$ cat config.mk
export PLATFORM = sky130hd
export DESIGN_NAME = present_enc_sched
export DESIGN_NICKNAME = d
export VERILOG_FILES = /design/src/rtl/present_pkg.sv /design/src/rtl/present_rr_arb2.sv /design/src/rtl/present_enc_sched.sv
export SDC_FILE = /design/constraint.sdc
export NUM_CORES = 1
export LEC_CHECK = 0
export CAP_MARGIN = 40
export CORE_AREA = 2 2 223 225
export DETAILED_ROUTE_END_ITERATION = 7
export DIE_AREA = 0 0 225 227
export GPL_TIMING_DRIVEN = 0
export PLACE_DENSITY = 0.55
export REMOVE_ABC_BUFFERS = 1
export SLEW_MARGIN = 20
export SYNTH_ARGS = -nofsm -noshare
export SYNTH_HDL_FRONTEND = slang
export SYNTH_SLANG_ARGS = --single-unit
export TNS_END_PERCENT = 20
$ cat constraint.sdc
create_clock -name clk -period 2.15 [get_ports clk]
set_input_delay 0.5375 -clock clk [delete_from_list [all_inputs] [get_ports clk]]
set_output_delay 0.5375 -clock clk [all_outputs]
set_load 0.005 [all_outputs]
$ cat src/rtl/present_pkg.sv
// rtl/present_pkg.sv - shared constants, FSM encoding and PRESENT-80 reference vectors
package present_pkg;

  localparam int BLK_W = 64;
  localparam int KEY_W = 80;

  typedef enum logic [1:0] {
    IDLE = 2'd0,
    LOAD = 2'd1,
    BUSY = 2'd2,
    RESP = 2'd3
  } state_e;

  // Published known-answer ciphertexts, named KAT_K<key>_P<plaintext> (0 = all-zero, 1 = all-one)
  localparam logic [BLK_W-1:0] KAT_K0_P0 = 64'h5579c1387b228445;
  localparam logic [BLK_W-1:0] KAT_K0_P1 = 64'ha112ffc72f68417b;
  localparam logic [BLK_W-1:0] KAT_K1_P0 = 64'he72c46c0f5945049;
  localparam logic [BLK_W-1:0] KAT_K1_P1 = 64'h3333dcd3213210d2;

endpackage

$ cat src/rtl/present_rr_arb2.sv
// rtl/present_rr_arb2.sv - two-input round-robin grant; on a tie the requester other than last wins
module present_rr_arb2 (
  input  logic [1:0] valid_i,
  input  logic       last_i,
  output logic [1:0] gnt_o
);

  assign gnt_o[0] = valid_i[0] & (~valid_i[1] | last_i);
  assign gnt_o[1] = valid_i[1] & (~valid_i[0] | ~last_i);

endmodule

$ cat src/rtl/present_enc_sched.sv
// rtl/present_enc_sched.sv - shares one PRESENT-80 core between two requesters with timeout
module present_enc_sched
  import present_pkg::*;
#(
  parameter int TIMEOUT = 48,
  parameter int CNT_W   = 6
) (
  input  logic             clk,
  input  logic             reset_n,
  input  logic             req0_valid,
  output logic             req0_ready,
  input  logic [BLK_W-1:0] req0_idat,
  input  logic [KEY_W-1:0] req0_key,
  input  logic             req1_valid,
  output logic             req1_ready,
  input  logic [BLK_W-1:0] req1_idat,
  input  logic [KEY_W-1:0] req1_key,
  output logic             rsp_valid,
  input  logic             rsp_ready,
  output logic             rsp_id,
  output logic             rsp_err,
  output logic [BLK_W-1:0] rsp_odat,
  output logic             core_load,
  output logic [BLK_W-1:0] core_idat,
  output logic [KEY_W-1:0] core_key,
  input  logic [BLK_W-1:0] core_odat,
  input  logic             core_done
);

  localparam logic [CNT_W-1:0] CNT_MAX = '1;
  localparam logic [CNT_W-1:0] CNT_TO  = CNT_W'(TIMEOUT);

  state_e             state_q, state_d;
  logic [CNT_W-1:0]   cnt_q, cnt_d;
  logic               last_q, last_d;
  logic               core_load_q, core_load_d;
  logic [BLK_W-1:0]   core_idat_q, core_idat_d;
  logic [KEY_W-1:0]   core_key_q, core_key_d;
  logic               rsp_valid_q, rsp_valid_d;
  logic               rsp_id_q, rsp_id_d;
  logic               rsp_err_q, rsp_err_d;
  logic [BLK_W-1:0]   rsp_odat_q, rsp_odat_d;
  logic [1:0]         gnt;
  logic               idle;

  present_rr_arb2 u_arb (
    .valid_i ({req1_valid, req0_valid}),
    .last_i  (last_q),
    .gnt_o   (gnt)
  );

  assign idle       = (state_q == IDLE);
  assign req0_ready = idle & gnt[0];
  assign req1_ready = idle & gnt[1];

  assign rsp_valid  = rsp_valid_q;
  assign rsp_id     = rsp_id_q;
  assign rsp_err    = rsp_err_q;
  assign rsp_odat   = rsp_odat_q;
  assign core_load  = core_load_q;
  assign core_idat  = core_idat_q;
  assign core_key   = core_key_q;

  always_ff @(posedge clk or negedge reset_n) begin
    if (!reset_n) begin
      state_q     <= IDLE;
      cnt_q       <= '0;
      last_q      <= 1'b1;
      core_load_q <= 1'b0;
      core_idat_q <= '0;
      core_key_q  <= '0;
      rsp_valid_q <= 1'b0;
      rsp_id_q    <= 1'b0;
      rsp_err_q   <= 1'b0;
      rsp_odat_q  <= '0;
    end else begin
      state_q     <= state_d;
      cnt_q       <= cnt_d;
      last_q      <= last_d;
      core_load_q <= core_load_d;
      core_idat_q <= core_idat_d;
      core_key_q  <= core_key_d;
      rsp_valid_q <= rsp_valid_d;
      rsp_id_q    <= rsp_id_d;
      rsp_err_q   <= rsp_err_d;
      rsp_odat_q  <= rsp_odat_d;
    end
  end

  always_comb begin
    state_d     = state_q;
    cnt_d       = cnt_q;
    last_d      = last_q;
    core_load_d = 1'b0;
    core_idat_d = core_idat_q;
    core_key_d  = core_key_q;
    rsp_valid_d = rsp_valid_q;
    rsp_id_d    = rsp_id_q;
    rsp_err_d   = rsp_err_q;
    rsp_odat_d  = rsp_odat_q;
    case (state_q)
      IDLE: begin
        if (req0_ready | req1_ready) begin
          core_idat_d = req1_ready ? req1_idat : req0_idat;
          core_key_d  = req1_ready ? req1_key : req0_key;
          rsp_id_d    = req1_ready;
          last_d      = req1_ready;
          core_load_d = 1'b1;
          state_d     = LOAD;
        end
      end
      LOAD: begin
        cnt_d   = '0;
        state_d = BUSY;
      end
      BUSY: begin
        if (cnt_q != CNT_MAX) cnt_d = cnt_q + CNT_W'(1);
        // done at cnt==0 may still be the previous block's level, so it is not trusted
        if (core_done && (cnt_q != '0)) begin
          rsp_odat_d  = core_odat;
          rsp_err_d   = 1'b0;
          rsp_valid_d = 1'b1;
          state_d     = RESP;
        end else if (cnt_q == CNT_TO) begin
          rsp_odat_d  = '0;
          rsp_err_d   = 1'b1;
          rsp_valid_d = 1'b1;
          state_d     = RESP;
        end
      end
      RESP: begin
        if (rsp_ready) begin
          rsp_valid_d = 1'b0;
          state_d     = IDLE;
        end
      end
    endcase
  end

endmodule

==> results of run 1 <==
-- metrics by stage --
| step | setup TNS, ns | std cells | utilization, % | power [mW] |
|---|---|---|---|---|
| global placement | -4250.98 | 2124 | 32.2 | 15.3 |
| detailed placement | -107.34 | 2141 | 33.2 | 18.5 |
| finish | -1.40 | 2229 | 36.3 | 24.1 |
| CTS | -8.44 | 2211 | 35.7 | 24.0 |
| global route | -5.99 | 2228 | 36.3 | 25.8 |
| floorplan | -1288.87 | 931 | - | 10.8 |
-- area by class of cell --
type	count	share of cell area [%]
repair buffers	622	37.8
flip-flops and latches	221	31.4
multi-input cells	701	20.9
clock buffers	44	4.66
well taps	622	4.42
inverters	11	0.327
clock inverters	3	0.291
repair inverters	2	0.0995
diodes	3	0.0427
-- metal layers --
metal	up-vias	part of all wire (%)
met5	-	0
met3	47	10
met2	450	50
li1	4640	-
met1	4741	38
met4	0	2.1
-- worst paths after layout --
check / slack [ns] / cells after the start / endpoint
worst min-delay path: 0.50 / 1 / rsp_odat[45]$_DFFE_PN0P_
min in group asynchronous: 0.52 / 2 / core_key[42]$_DFFE_PN0P_
worst min register to register: 0.50 / 1 / rsp_odat[45]$_DFFE_PN0P_
worst max-delay path: -0.16 / 7 / req1_ready
max in group asynchronous: 0.76 / 3 / core_idat[27]$_DFFE_PN0P_
worst max register to register: -0.05 / 8 / rsp_odat[22]$_DFFE_PN0P_
-- timing repair --
| item | in CTS | in global routing |
|---|---|---|
| pin swaps | 2 | 28 |
| buffers inserted | 14 | 10 |
| endpoints found under the hold margin | 62 | 0 |
| endpoints found under the setup margin | 204 | 155 |
| cloned | 11 | 6 |
| hold buffers | 1 | 0 |
| gates resized for setup | 27 | 16 |
-- power by group --
group          switching (mW)  internal [mW]  leakage (nW)
Sequential               1.24           6.28          2.51
Combinational            5.00           7.06          4.40
Clock                    1.82           2.71         0.425
Total                    8.06           16.0          7.33
-- worst max-delay path: stages (launching register included) --
cell and delay, ns:
dfrtp_1 0.39, inv_2 0.09, ha_4 0.16, nand2_4 0.05, a21o_4 0.20, buf_16 0.15, inv_16 0.07, buf_6 0.09
-- flip-flops by register name (all words and copies together) (netlist names), 2 cells and up --
name and cells:
core_idat 64, rsp_odat 64, cnt_q 6, core_key 80
state_q 2
-- synthesized netlist by cell type, types with 6 or more instances --
library cell and n:
a22o_1 9, nand2_1 293, clkbuf_1 50, ha_1 6
inv_1 10, dfrtp_1 220, a22o_2 55, nor2_1 148
buf_2 13, buf_12 6, a31oi_1 145, buf_1 7
-- logic make-up (layout without fill, tap and decap cells) --
kind of cell	count (synthesis)	count (layout)	synth area share, %
DFF	221	221	57.9
AOI/OAI and AO/OA	231	232	17.6
adders and majority gates	6	6	0.786
muxes	1	1	0.118
buffers and inverters	88	682	4.73
and+or+nand+nor	461	462	18.8
other	0	3	0
==> qor.yml, run 1 <==
synthesis:
  synth_warnings: 0
  syn_inst: 1008
  ys_seq_area_share_pct: 57.9
  synth.largest_area_cell: "dfrtp_1"
  synth_top_cell_area_share_pct: 57.7
  synth_cell_types: 37
  synth_edf_count: 0
  synth-main-ff-cell: "dfrtp_1"
  ys_seq_elements: 221
  netlist_area_mm2: 0.00955
  synth_area_leaders: "dfrtp_1 (58%), nand2_1 (12%), a31oi_1 (9.5%)"
  synth.avg_cell_area_um2: 9.47
  synthArstFlopShare_pct: 100
status:
  violations: "negative setup slack"
  status: "complete, but fails checks"
global_route:
  busiest_layer: "met2"
  grt_pass1_wl_um: 61900
  use_met2_pct: 27.7
  grt_pass1_vias: 10037
  grtUsageMet3_pct: 5.73
  grt_usage_pct: 15.8
  overflow: 0
  grt_max_degree: 87
  use_met1_pct: 18.2
  grt_antenna_before_repair: 3
die:
  design.core.area_mm2: 0.0485
  rows: 81
  dieArea_mm2: 0.0511
  die_h_um: 227
  ios: 572
  die_x_um: 225
  start_util_pct: 19.7
clocking:
  cts.sink_count: 221
  htreeDepth: 1
  clock_latency_ns: 0.56
  root_buffer: "clkbuf_16"
  cts_tree: "done"
  clockBufferDepth: 3
  cts_buffers: 28
  clk_pin_slew_worst_paths_ns: 0.06
sta:
  max_slew.worst_pin.slew_ns: 0.542
  maxSlewHeadroom_pct: 63.7
  hold_violations: 0
  period_share_pct: 107
  finalClockSkew_ns: 0.0136
  fin_crit_ns: 2.31
  worst_hold_slack_ns: 0.496
  fin_ws_ns: -0.156
  rsz0062_at_grt: "yes"
  setup_violations: 35
  slew_violations: 0
  max_freq_mhz: 434
pwr:
  power_density_mw_per_mm2: 1370
  peakVddDrop_mv: 0.555
  p_leak_nw: 7.33
detailed_routing:
  postRouteAntennaNets: 0
  via_per_inst: 4.43
  drt-total-wl_um: 43300
  drt_first_pass_iters: 4
  routedWlPerCell_um: 19.4
  drt_iter0_markers: 371
  vias: 9878
  drc_errors: 0
min_path:
  min_from: "rsp_odat[45]$_DFFE_PN0P_"
  hold_class: "reg2reg"
worst_setup_path:
  cp-startpoint: "state_q[0]$_DFFE_PN0P_"
  worstSetupPathType: "reg2out"
  worstPathRequired_ns: 1.61
  start_kind: "flop"
  critPathArrivalTime_ns: 1.77
  r2r_start: "cnt_q[0]$_DFFE_PN0P_"
  critPathMaxFanout: 2
  end_kind: "primary output"
placed_design:
  dpl_worst_slack_ns: -1.08
  io_buffers: 571
  place.gp.congestion: 0.736
  dp_hpwl_um: 28600
  place_area_mm2: 0.0161
cells_and_area:
  multi_input_area_mm2: 0.00367
  regArea_mm2: 0.00553
  nets: 1951
  drive_gt1_share_pct: 10.8
  syn_to_final_growth_pct: 84.3
  mostFrequentLayoutCells: "clkdlybuf4s50_1 (567), nand2_1 (291), dfrtp_1 (219), nor2_1 (146), a31oi_1 (145)"
  final_common_cell: "clkdlybuf4s50_1"
  fill_cells: 4971
  fin_area_mm2: 0.0176
run:
  maxCapViolCount: 0
Note: power is estimated with default switching activity, not from simulation.
==> run 2, diff against run 1 <==
- SLEW_MARGIN: 20 -> unset
==> qor.yml, run 2 (synthesis gave the netlist of run 1 again) <==
cells_and_area:
  mostFrequentLayoutCells: "clkdlybuf4s50_1 (566), nand2_1 (291), dfrtp_1 (220), nor2_1 (147), a31oi_1 (145)"  # was clkdlybuf4s50_1 (567), nand2_1 (291), dfrtp_1 (219), nor2_1 (146), a31oi_1 (145)
  drive_gt1_share_pct: 11.1  # was 10.8%
  final_util_pct: 36.5  # was 36.3%
  syn_to_final_growth_pct: 85.4  # was 84.3%
  largest_reg_flops: 80  # unchanged
  fill_cells: 4933  # was 4971
  final_common_cell: "clkdlybuf4s50_1"  # unchanged
  nets: 1956  # was 1951
sta:
  period_share_pct: 104  # was 107%
  max_freq_mhz: 446  # was 434 MHz
  fin_ws_ns: -0.0946  # was -0.156 ns
  hold_violations: 0  # unchanged
  setup_violations: 3  # was 35
  rsz0062_at_grt: "yes"  # unchanged
  maxSlewHeadroom_pct: 55.9  # was 63.7%
  finalClockSkew_ns: 0.0160  # was 0.0136 ns
  slew_violations: 0  # unchanged
  fin_crit_ns: 2.24  # was 2.31 ns
  max_slew.worst_pin.slew_ns: 0.661  # was 0.542 ns
detailed_routing:
  drc_errors: 0  # unchanged
  vias: 9924  # was 9878
  drt-total-wl_um: 45400  # was 43300 um
  drt_iter0_markers: 459  # was 371
  postRouteAntennaNets: 0  # unchanged
  via_per_inst: 4.44  # was 4.43
  routedWlPerCell_um: 20.3  # was 19.4 um
  drt_first_pass_iters: 6  # was 4
clocking:
  htreeDepth: 1  # unchanged
  cts_tree: "done"  # unchanged
  clk_pin_slew_worst_paths_ns: 0.06  # about the same
  root_buffer: "clkbuf_16"  # unchanged
  cts_buffers: 27  # was 28
  clockBufferDepth: 3  # unchanged
  cts.sink_count: 221  # unchanged
  clock_latency_ns: 0.56  # about the same
status:
  violations: "negative setup slack"  # unchanged
  status: "complete, but fails checks"  # unchanged
die:
  ios: 572  # unchanged
  die_x_um: 225  # unchanged
  die_h_um: 227  # unchanged
  design.core.area_mm2: 0.0485  # unchanged
  start_util_pct: 19.7  # unchanged
  rows: 81  # unchanged
  dieArea_mm2: 0.0511  # unchanged
placed_design:
  place.gp.congestion: 0.736  # unchanged
  dp_hpwl_um: 28300  # was 28600 um
  io_buffers: 571  # unchanged
pwr:
  p_total_mw: 24.5  # was 24.1 mW
  power_density_mw_per_mm2: 1390  # was 1370 mW/mm^2
  p_leak_nw: 7.39  # was 7.33 nW
  peakVddDrop_mv: 0.525  # was 0.555 mV
global_route:
  overflow: 0  # unchanged
  grt_max_degree: 110  # was 87
  grt_pass1_vias: 10136  # was 10037
  grt_antenna_before_repair: 7  # was 3
  grt_usage_pct: 16.7  # was 15.8%
  grt_pass1_wl_um: 64500  # was 61900 um
worst_setup_path:
  critPathArrivalTime_ns: 1.71  # was 1.77 ns
  critPathMaxFanout: 2  # unchanged
  worstPathRequired_ns: 1.61  # about the same
  worstSetupPathType: "reg2out"  # unchanged
  start_kind: "flop"  # unchanged
  end_kind: "primary output"  # unchanged
run:
  maxCapViolCount: 0  # unchanged
min_path:
  hold_class: "in2async"  # was reg2reg
-- run 2: through the flow --
stage | worst slack, ns | hold WS, ns | setup TNS (ns) | instance area [um^2] | instances
global route | -0.179 | 0.434 | -2.70 | 17700 | 2236
finish | -0.0946 | 0.449 | -0.190 | 17700 | 2237
global placement | -13.76 | 0.483 | -4250.98 | 15600 | 2124
detailed placement | -1.16 | 0.411 | -127.08 | 16000 | 2137
CTS | -0.135 | 0.401 | -5.36 | 17500 | 2215
floorplan | -8.62 | 0.242 | -1288.87 | 9140 | 931
-- run 2: repair_timing --
action,4_1_cts,5_1_grt
endpoints found under the setup margin,211,151
resized for setup,33,11
hold buffers,1,0
setup buffers,16,10
pin swaps,3,6
hold endpoints to repair,25,0
cloned,16,5
-- run 2: worst paths after layout --
check	slack (ns)	from	cells after the start	end
worst max-delay path	-0.09	state_q[0]$_DFFE_PN0P_	6	req1_ready
worst min-delay path	0.45	reset_n	2	core_key[42]$_DFFE_PN0P_
worst max register to register	-0.01	state_q[0]$_DFFE_PN0P_	11	core_idat[27]$_DFFE_PN0P_
worst min register to register	0.50	rsp_odat[17]$_DFFE_PN0P_	1	rsp_odat[17]$_DFFE_PN0P_
max in group asynchronous	0.80	reset_n	3	core_key[6]$_DFFE_PN0P_
min in group clk	0.50	rsp_odat[17]$_DFFE_PN0P_	1	rsp_odat[17]$_DFFE_PN0P_
-- run 2: final cells by class --
class	count	area [um^2]	area share (%)
Antenna cell	6	15.0	0.0848
Clock buffer	38	787	4.45
Clock inverter	8	123	0.693
Inverter	11	57.6	0.325
Multi-Input combinational cell	704	3700	20.9
Sequential cell	221	5530	31.2
Tap cell	622	778	4.40
Timing Repair Buffer	625	6690	37.8
Timing Repair inverter	2	17.5	0.0990
-- run 2: per-layer routing --
layer	GRT usage (%)	wire (um)	vias to the layer above
li1	-	-	4650
met1	18.8	17000	4749
met2	29.1	22400	458
met3	6.09	4310	65
met4	6.28	1670	2
met5	0	13	-
-- run 2: worst max-delay path, cell delays in order (launching register included) --
cell     delay (ns)
dfrtp_1        0.39
inv_2          0.09
ha_4           0.17
nand2_8        0.05
a21o_4         0.25
inv_16         0.10
buf_6          0.09
-- run 2: power breakdown --
group	internal, mW	leakage, nW	switching, mW
logic	7.12	4.43	5.16
registers	6.28	2.51	1.23
clock network	2.88	0.451	1.85
